## src/rtl/vpl_mul_pkg.sv

```systemverilog
// Shared widths and state encoding for the vpl_mul_sched shift-add multiplier scheduler.
// Optional build macro used by the top: VPL_MUL_EARLY_TERM_EN.
package vpl_mul_pkg;

  localparam int DEF_MCAND_W = 8;
  localparam int DEF_MPLR_W  = 4;
  localparam int DEF_PROD_W  = DEF_MCAND_W + DEF_MPLR_W;
  localparam int DEF_CNT_W   = $clog2(DEF_MPLR_W + 1);

  typedef enum logic [1:0] {
    ST_IDLE  = 2'd0,
    ST_ADD   = 2'd1,
    ST_SHIFT = 2'd2,
    ST_DONE  = 2'd3
  } state_e;

  // Flat constants for code that keeps the state in a plain logic vector.
  localparam logic [1:0] S_IDLE  = ST_IDLE;
  localparam logic [1:0] S_ADD   = ST_ADD;
  localparam logic [1:0] S_SHIFT = ST_SHIFT;
  localparam logic [1:0] S_DONE  = ST_DONE;

endpackage

```

## src/rtl/vpl_rr_arb2.sv

```systemverilog
// Two-way round-robin grant: a lone request wins, a tie goes to the requester that was not last owner.
module vpl_rr_arb2 (
  input  logic req0,
  input  logic req1,
  input  logic owner,
  output logic grant,
  output logic any
);

  always_comb begin
    grant = 1'b0;
    if (req0 && req1) begin
      grant = ~owner;
    end else if (req1) begin
      grant = 1'b1;
    end
    any = req0 | req1;
  end

endmodule

```

## src/rtl/vpl_mul_sched.sv

```systemverilog
// Round-robin scheduler around one shared shift-add multiplier (PH/MPL pair, carry, adder).
// Build macro VPL_MUL_EARLY_TERM_EN: finish as soon as the remaining multiplier bits are zero.
import vpl_mul_pkg::*;

module vpl_mul_sched #(
  parameter int MCAND_W = DEF_MCAND_W,
  parameter int MPLR_W  = DEF_MPLR_W
) (
  input  logic                      clock,
  input  logic                      reset,
  input  logic                      req0,
  input  logic [MCAND_W-1:0]        a0,
  input  logic [MPLR_W-1:0]         b0,
  input  logic                      req1,
  input  logic [MCAND_W-1:0]        a1,
  input  logic [MPLR_W-1:0]         b1,
  output logic                      ack0,
  output logic                      ack1,
  output logic [MCAND_W+MPLR_W-1:0] prod,
  output logic                      busy,
  output logic                      owner,
  output logic [1:0]                state_dbg
);

  // Handshake: reqN is a level held by the client; it is sampled only in IDLE,
  // operands are captured on the grant edge, and ackN is a single-cycle pulse
  // during which prod is valid. A req still high after its ack is a new request.

  localparam int PROD_W = MCAND_W + MPLR_W;
  localparam int CNT_W  = $clog2(MPLR_W + 1);

  logic [1:0]         state;
  logic [MCAND_W-1:0] mcand;
  logic [MCAND_W-1:0] ph;
  logic [MPLR_W-1:0]  mpl;
  logic               carry;
  logic [CNT_W-1:0]   count;
  logic               owner_q;
  logic [PROD_W-1:0]  prod_q;

  logic               grant;
  logic               req_any;
  logic [MCAND_W:0]   sum;
  logic [PROD_W-1:0]  shifted;
  logic [PROD_W-1:0]  shift_next;
  logic [CNT_W-1:0]   count_dec;
  logic               shift_last;

  vpl_rr_arb2 u_arb (
    .req0  (req0),
    .req1  (req1),
    .owner (owner_q),
    .grant (grant),
    .any   (req_any)
  );

  assign sum       = {1'b0, ph} + {1'b0, mcand};
  assign shifted   = {carry, ph, mpl[MPLR_W-1:1]};
  assign count_dec = count - 1'b1;

`ifdef VPL_MUL_EARLY_TERM_EN
  // The low count_dec bits of the shifted MPL are the multiplier bits not yet consumed.
  logic [MPLR_W-1:0] one_w;
  logic [MPLR_W-1:0] rem_mask;
  logic              rem_zero;

  always_comb begin
    one_w      = {{(MPLR_W-1){1'b0}}, 1'b1};
    rem_mask   = (one_w << count_dec) - one_w;
    rem_zero   = ((shifted[MPLR_W-1:0] & rem_mask) == '0);
    shift_next = rem_zero ? (shifted >> count_dec) : shifted;
    shift_last = rem_zero;
  end
`else
  always_comb begin
    shift_next = shifted;
    shift_last = (count_dec == '0);
  end
`endif

  always_ff @(posedge clock or posedge reset) begin
    if (reset) begin
      state   <= S_IDLE;
      mcand   <= '0;
      ph      <= '0;
      mpl     <= '0;
      carry   <= 1'b0;
      count   <= '0;
      owner_q <= 1'b1;
      prod_q  <= '0;
    end else begin
      case (state)
        S_IDLE: begin
          if (req_any) begin
            owner_q <= grant;
            mcand   <= grant ? a1 : a0;
            mpl     <= grant ? b1 : b0;
            ph      <= '0;
            carry   <= 1'b0;
            count   <= CNT_W'(MPLR_W);
            state   <= S_ADD;
          end
        end
        S_ADD: begin
          if (mpl[0]) begin
            {carry, ph} <= sum;
          end
          state <= S_SHIFT;
        end
        S_SHIFT: begin
          {ph, mpl} <= shift_next;
          carry     <= 1'b0;
          count     <= count_dec;
          if (shift_last) begin
            prod_q <= shift_next;
            state  <= S_DONE;
          end else begin
            state  <= S_ADD;
          end
        end
        S_DONE: begin
          state <= S_IDLE;
        end
        default: begin
          state <= S_IDLE;
        end
      endcase
    end
  end

  assign ack0      = (state == S_DONE) && !owner_q;
  assign ack1      = (state == S_DONE) && owner_q;
  assign busy      = (state != S_IDLE);
  assign owner     = owner_q;
  assign prod      = prod_q;
  assign state_dbg = state;

endmodule

```

## config.mk

```make
export PLATFORM = sky130hd
export DESIGN_NAME = vpl_mul_sched
export DESIGN_NICKNAME = d
export VERILOG_FILES = /design/src/rtl/vpl_mul_pkg.sv /design/src/rtl/vpl_rr_arb2.sv /design/src/rtl/vpl_mul_sched.sv
export SDC_FILE = /design/constraint.sdc
export NUM_CORES = 1
export LEC_CHECK = 0
export ABC_CLOCK_PERIOD_IN_PS = 2500
export BUFFER_PORTS_ARGS = -buffer_cell sky130_fd_sc_hd__buf_2
export CAP_MARGIN = 20
export CORE_ASPECT_RATIO = 1.4
export CORE_UTILIZATION = 30
export CTS_BUF_LIST = sky130_fd_sc_hd__clkbuf_4
export DETAILED_ROUTE_END_ITERATION = 8
export SLEW_MARGIN = 30
export SYNTH_ARGS = -nofsm -noshare
export SYNTH_HDL_FRONTEND = slang
export SYNTH_HIERARCHICAL = 1
export SYNTH_SLANG_ARGS = --single-unit
```

## constraint.sdc

```tcl
create_clock -name clock -period 2.5 [get_ports clock]
set_input_delay 0.125 -clock clock [delete_from_list [all_inputs] [get_ports clock]]
set_output_delay 0.125 -clock clock [all_outputs]
set_load 0.02 [all_outputs]
```

Word level (Yosys, flattened, before mapping)
Index checks and enable logic that the tools add are counted.
Widths: inputs -> output; s select.
{"block": "word_totals", "register_bits": 39, "inputBits": 28, "wordCells": 47}
{"block": "classes", "addsub": 2, "n_eq_ne": 5, "muxes": 17, "bitwise": 2, "reduce_logical": 13}
{"operator": "$mux 8", "n": 3}
{"operator": "$pmux 8 s3", "n": 1}
{"operator": "$add 8x8->9", "n": 1}
{"operator": "$mux 4", "n": 2}
{"operator": "$pmux 2 s4", "n": 1}
{"operator": "$pmux 4 s2", "n": 1}
{"operator": "$pmux 3 s2", "n": 1}
{"operator": "$reduce_and 2->1", "n": 3}
{"operator": "$eq 2x2->1 const B", "n": 2}
{"operator": "$mux 1", "n": 4}
{"operator": "$mux 2", "n": 2}
{"operator": "$ne 2x2->1 const B", "n": 2}
{"operator": "$reduce_bool 2->1", "n": 2}
{"operator": "$logic_and 1x1->1", "n": 3}
{"operator": "$logic_not 3->1", "n": 1}
{"operator": "$mux 3", "n": 1}
{"operator": "$pmux 1 s3", "n": 1}
{"operator": "$reduce_and 3->1", "n": 1}
{"operator": "$reduce_bool 3->1", "n": 1}
{"operator": "$sub 3x1->3 const B", "n": 1}
{"operator": "$eq 2x1->1 const B", "n": 1}
{"operator": "$logic_not 2->1", "n": 1}
{"operator": "$logic_not 1->1", "n": 1}
{"operator": "$not 1->1", "n": 1}
{"operator": "$or 1x1->1", "n": 1}

Logic depth before layout (Yosys ltp)
{"block": "logic_depth", "ltp_word": 5, "depth_mapped": 8}

By module
The synthesis kept the hierarchy.
{"mod": "vpl_mul_sched", "instances": 1, "cells_per_inst": 204, "area_per_inst_um2": 2190.9, "seq_area_each_um2": 977.2}
{"mod": "vpl_rr_arb2", "instances": 1, "cells_per_inst": 2, "area_per_inst_um2": 13.8, "seq_area_each_um2": 0.0}

Least setup slack after synthesis
No wires, ideal clock.
{"block": "synth_path", "kind": "flip-flop to flip-flop", "from": "register ph[0]", "to": "register carry", "setup_ns": 0.096, "t_arrival_ns": 1.721, "t_required_ns": 2.404, "path_slack_ns": 0.683, "stages_incl_launch_ff": 9, "path_buffers": 0, "period_less_slack_ns": 1.817, "path_cell_list": "dfrtp_1 > ha_1 > inv_1 > fa_1 > nand2b_1 > a21oi_1 > o21a_1 > a311oi_1 > o31ai_1"}
{"block": "synth_via", "elab_chain_cells": 3}
{"item": "start: declaration", "line_no": "vpl_mul_sched.sv:34", "source": "logic [MCAND_W-1:0] ph;"}
{"item": "start signal: assignment", "line_no": "vpl_mul_sched.sv:106", "source": "{carry, ph} <= sum;"}
{"item": "start signal: assignment", "line_no": "vpl_mul_sched.sv:111", "source": "{ph, mpl} <= shift_next;"}
{"item": "$add 8x8->9", "line_no": "vpl_mul_sched.sv:57", "source": "assign sum = {1'b0, ph} + {1'b0, mcand};"}
{"item": "$mux 1", "line_no": "vpl_mul_sched.sv:105", "source": "if (mpl[0]) begin"}
{"item": "$pmux 1 s3", "line_no": "vpl_mul_sched.sv:92", "source": "case (state)"}
{"item": "end signal: assignment", "line_no": "vpl_mul_sched.sv:106"}
{"item": "end: declaration", "line_no": "vpl_mul_sched.sv:36", "source": "logic carry;"}
No other way between the ends. The select of a mux whose other input is x is not followed.
A chain may end at the register's enable or synchronous reset.

Worst setup path in the final report
Same ends and word-level chain as after synthesis.

==> impl_summary.md <==
Detailed routing
The count of nets left with antenna violations once routing finished came out at 0. In this run, the number of DRC markers left after iteration 0 of detailed routing was about 60. The routed wire length is 4470 microns.

The first detailed-routing pass ran for 4 iterations. The total number of vias is 1629. The post-detailed-route via-to-cell ratio is roughly 4.6. The average wire length per cell after detail routing is approximately 13 microns. In the routed design, unresolved DRC markers number 0.

Finish
For this run, the number of standard cells in the final layout without fillers is 352. The number of inserted diodes is 0. At the end of the flow the core is filled with cells to 0.372. Once layout is done, the placed cells without fillers occupy 2610 sq um. The net count reported at finish is 300. Of the cells placed in the final design, the portion with a size suffix greater than 1 is 0.296.

Relative to the synthesized area, the layout overhead comes to 18.5%.

Floorplan
The row count is 36. During I/O placement, the number of pins put on the boundary was between 40 and 50. The die is about 100 microns tall. The initial cell density of the core is 0.314. The core region is roughly 7000 sq um.

The width of the die is roughly 74 microns. The die covers between 7000 and 8000 sq um.

Global routing
Global routing finished with a remaining overflow of 0. In the global route stage, overall resource usage came out at 0.126. Entering global routing, the biggest net connects 40 pins.

The global-route wire length before repair is approximately 7400 microns. The number of antenna violations at the first check in global routing is 0. The via count of the first global-routing pass was roughly 1600.

Clocking
TritonCTS built the clock tree. The clock net in this run drives a total of 39 sinks. The clock slew seen by the registers of the worst setup and hold paths is 0.12 ns. The number of buffers inserted during clock tree synthesis is 5. The clock network latency to the later pin of the worst-skew pair is approximately 0.35 ns. The longest clock path from root to sink contains 2 buffers.

The quantity of gates resized following cts is 0. The clock tree synthesis step divided the H-tree into 2 levels. The master cell of the clock root buffer is sky130_fd_sc_hd__clkbuf_4.

Outcome
The run finished with clean final reports.

Logic synthesis
For this run, the register share of the synthesized area comes to 0.443. The most used flip-flop cell after synthesis is sky130_fd_sc_hd__dfrtp_1. Counting flops with an async set or reset pin after synthesis yields a share of 1.00. Counting flops with a built-in enable in the synthesized netlist gives 0.

Synthesis handed over a netlist of around 210 instances. The summed instance area of the synthesized netlist is about 2200 sq um. The count of cell types in the netlist is between 40 and 50. When the netlist entered floorplanning its net count stood at 250. The average cell area after synthesis is about 11 sq um.

The count of synthesis-stage warnings from yosys is 6. After synthesis the netlist holds a flip-flop and latch count of 39.

Power and ir drop
The internal cell power is about 1.8 mW. The part of the total power dissipated in the clock network is 0.130. The static leakage is 1.27 nW. The worst voltage drop across the vdd grid is around 0.39 mV. For this design the total switching power over the nets is approximately 1.4 mW. Power comes to roughly 3.2 mW. The combinational power share is 0.508.

Of the total power, registers draw 0.362. The net switching share of the total power is 0.427. In this run the power density over the cells is roughly 1200 nW/um^2.

Timing
The slew at the pin closest to its max-slew limit is 0.626 ns. The max-slew violation count is 0. Static timing analysis puts the maximum clock frequency at slightly below 500 MHz. Hold timing on the final database bottoms out at a slack of approximately 0.057 ns. The worst clock skew on the final layout is ~0.0076 ns.

The final-report hold violation count is 0. Setup repair after global routing left no endpoint under its margin. The number of failing setup endpoints in the final timing report is 0. The portion of the clock cycle consumed by the worst path in the final layout is 0.814. The setup total negative slack is 0 ns. For the finished layout, the period the worst path requires is 2.03 ns.

The setup slack of the critical path after layout is ~0.47 ns. Headroom to the max-slew limit came out at 0.580.

Setup path
The endpoint type of the worst setup path is a flop. Data on the critical path is required at its endpoint by about 2.8 ns. Along the worst path, the maximum fanout reaches 4. The critical path is of the reg -> reg type. The type of element launching the critical path is a flop. Data arrives at the worst endpoint at 2.29 ns.

Placement
The placed standard-cell area is ~2500 sq um. After legalization and detailed placement, the total HPWL measured 3510 microns. The pre-CTS setup slack is between 0.4 and 0.5 ns.

Buffers placed on the I/O ports in this run total 45. After detailed placement, the design holds a cell count of 343. The routability congestion estimate is between 0.8 and 0.9.

Run
The tool flagged a number of max-cap violations equal to 0.

Worst hold path
The type of the tightest min-delay check is in -> reg.
==> path summary, 6_finish.rpt <==
kind | startpoint | endpoint | slack [ns] | cells after the start
setup / recovery | ph[0] | carry | 0.47 | 8
hold reg to reg | mcand[3] | mcand[3] | 0.50 | 2
setup reg to reg | ph[0] | carry | 0.47 | 8
max in group asynchronous | reset | owner | 1.71 | 4
hold / removal | a0[1] | mcand[1] | 0.06 | 3
min in group asynchronous | reset | ph[3] | 0.43 | 4
==> layout by cell type (no fill, tap or decap), types with 2 or more instances in the layout <==
cell | netlist | routed
sky130_fd_sc_hd__nor3_1 | 2 | 2
sky130_fd_sc_hd__nand2b_1 | 4 | 4
sky130_fd_sc_hd__mux2i_1 | 12 | 12
sky130_fd_sc_hd__inv_1 | 10 | 10
sky130_fd_sc_hd__buf_4 | 0 | 4
sky130_fd_sc_hd__mux2_2 | 4 | 4
sky130_fd_sc_hd__xor2_1 | 2 | 2
sky130_fd_sc_hd__o21ai_0 | 18 | 18
sky130_fd_sc_hd__mux2_4 | 9 | 9
sky130_fd_sc_hd__o22ai_1 | 3 | 3
sky130_fd_sc_hd__nand2_1 | 24 | 24
sky130_fd_sc_hd__o31ai_1 | 3 | 3
sky130_fd_sc_hd__buf_2 | 2 | 45
sky130_fd_sc_hd__clkbuf_4 | 0 | 5
sky130_fd_sc_hd__nand4_1 | 3 | 3
sky130_fd_sc_hd__o311ai_0 | 2 | 2
sky130_fd_sc_hd__nor2b_1 | 3 | 3
sky130_fd_sc_hd__a211oi_1 | 3 | 3
sky130_fd_sc_hd__o21a_1 | 2 | 2
sky130_fd_sc_hd__dfrtp_1 | 38 | 38
sky130_fd_sc_hd__o221a_2 | 4 | 4
sky130_fd_sc_hd__nor2_1 | 9 | 9
sky130_fd_sc_hd__nand3_1 | 6 | 6
sky130_fd_sc_hd__ha_1 | 15 | 15
sky130_fd_sc_hd__a21oi_1 | 5 | 5
==> routing by layer <==
metal	up-vias	global-route usage	share of wire
met4	0	0.0566	0.022
met3	6	0.0233	0.028
met2	36	0.211	0.52
met1	742	0.157	0.43
met5	-	0	0
li1	845	-	-
==> cell type report <==
type / instances / area (sq um)
repair buffers: 50 / 265
clock inverters: 3 / 38.8
inverters: 10 / 37.5
clock buffers: 5 / 37.5
multi-input cells: 150 / 1140
well taps: 95 / 119
flip-flops and latches: 39 / 977
fillers: 734 / 4410
==> Yosys cell counts, types with 3 or more instances <==
cell | number | share of area
sky130_fd_sc_hd__a211oi_1 | 3 | 0.010
sky130_fd_sc_hd__nor2b_1 | 3 | 0.0085
sky130_fd_sc_hd__nor2_1 | 9 | 0.015
sky130_fd_sc_hd__o21ai_0 | 18 | 0.041
sky130_fd_sc_hd__clkbuf_1 | 3 | 0.0051
sky130_fd_sc_hd__mux2_4 | 9 | 0.061
sky130_fd_sc_hd__o22ai_1 | 3 | 0.0085
sky130_fd_sc_hd__a21oi_1 | 5 | 0.011
sky130_fd_sc_hd__o221a_2 | 4 | 0.020
sky130_fd_sc_hd__nand2b_1 | 4 | 0.011
sky130_fd_sc_hd__inv_1 | 10 | 0.017
sky130_fd_sc_hd__o31ai_1 | 3 | 0.010
sky130_fd_sc_hd__nand3_1 | 6 | 0.014
sky130_fd_sc_hd__nand2_1 | 24 | 0.041
sky130_fd_sc_hd__dfrtp_1 | 38 | 0.43
sky130_fd_sc_hd__nand4_1 | 3 | 0.0085
sky130_fd_sc_hd__ha_1 | 15 | 0.085
sky130_fd_sc_hd__mux2_2 | 4 | 0.020
sky130_fd_sc_hd__mux2i_1 | 12 | 0.054
==> timing repair <==
| item | CTS | global route |
|---|---|---|
| setup buffers | 0 | 0 |
| endpoints found under the hold margin | 38 | 0 |
| hold buffers | 1 | 0 |
| setup endpoints to repair | 0 | 0 |
==> power groups by stage <==
stage               clock (mW)  combinational (mW)  sequential [mW]
global route             0.453                1.82             1.20
finish                   0.414                1.62             1.15
floorplan                    0                1.11             1.24
CTS                      0.428                1.64             1.16
detailed placement           0                1.63             1.17
global placement             0                1.59             1.16
==> cells by family (layout without fill, tap and decap cells) <==
logic type | Yosys count | in the layout | share of synthesized area
buf+inv | 17 | 68 | 0.0409
xor+xnor | 3 | 3 | 0.0119
compound gates | 50 | 50 | 0.152
flops | 39 | 39 | 0.443
mux | 25 | 25 | 0.136
simple gates | 56 | 56 | 0.122
fa+ha+maj | 16 | 16 | 0.0942
==> worst max-delay path, cell delays in order, from the launching register on <==
cell,delay [ns]
sky130_fd_sc_hd__dfrtp_1,0.42
sky130_fd_sc_hd__ha_1,0.21
sky130_fd_sc_hd__inv_1,0.07
sky130_fd_sc_hd__fa_1,0.37
sky130_fd_sc_hd__nand2b_1,0.19
sky130_fd_sc_hd__a21oi_1,0.18
sky130_fd_sc_hd__o21a_1,0.17
sky130_fd_sc_hd__a311oi_1,0.11
sky130_fd_sc_hd__o31ai_1,0.23
==> flip-flops by register name, summed over array words and instances (netlist names) <==
register   flops
prod          12
mpl            4
count          3
mcand          8
ph             8
carry          1
state_dbg      2
owner          1
No activity file was read; power rests on OpenSTA's default activity.
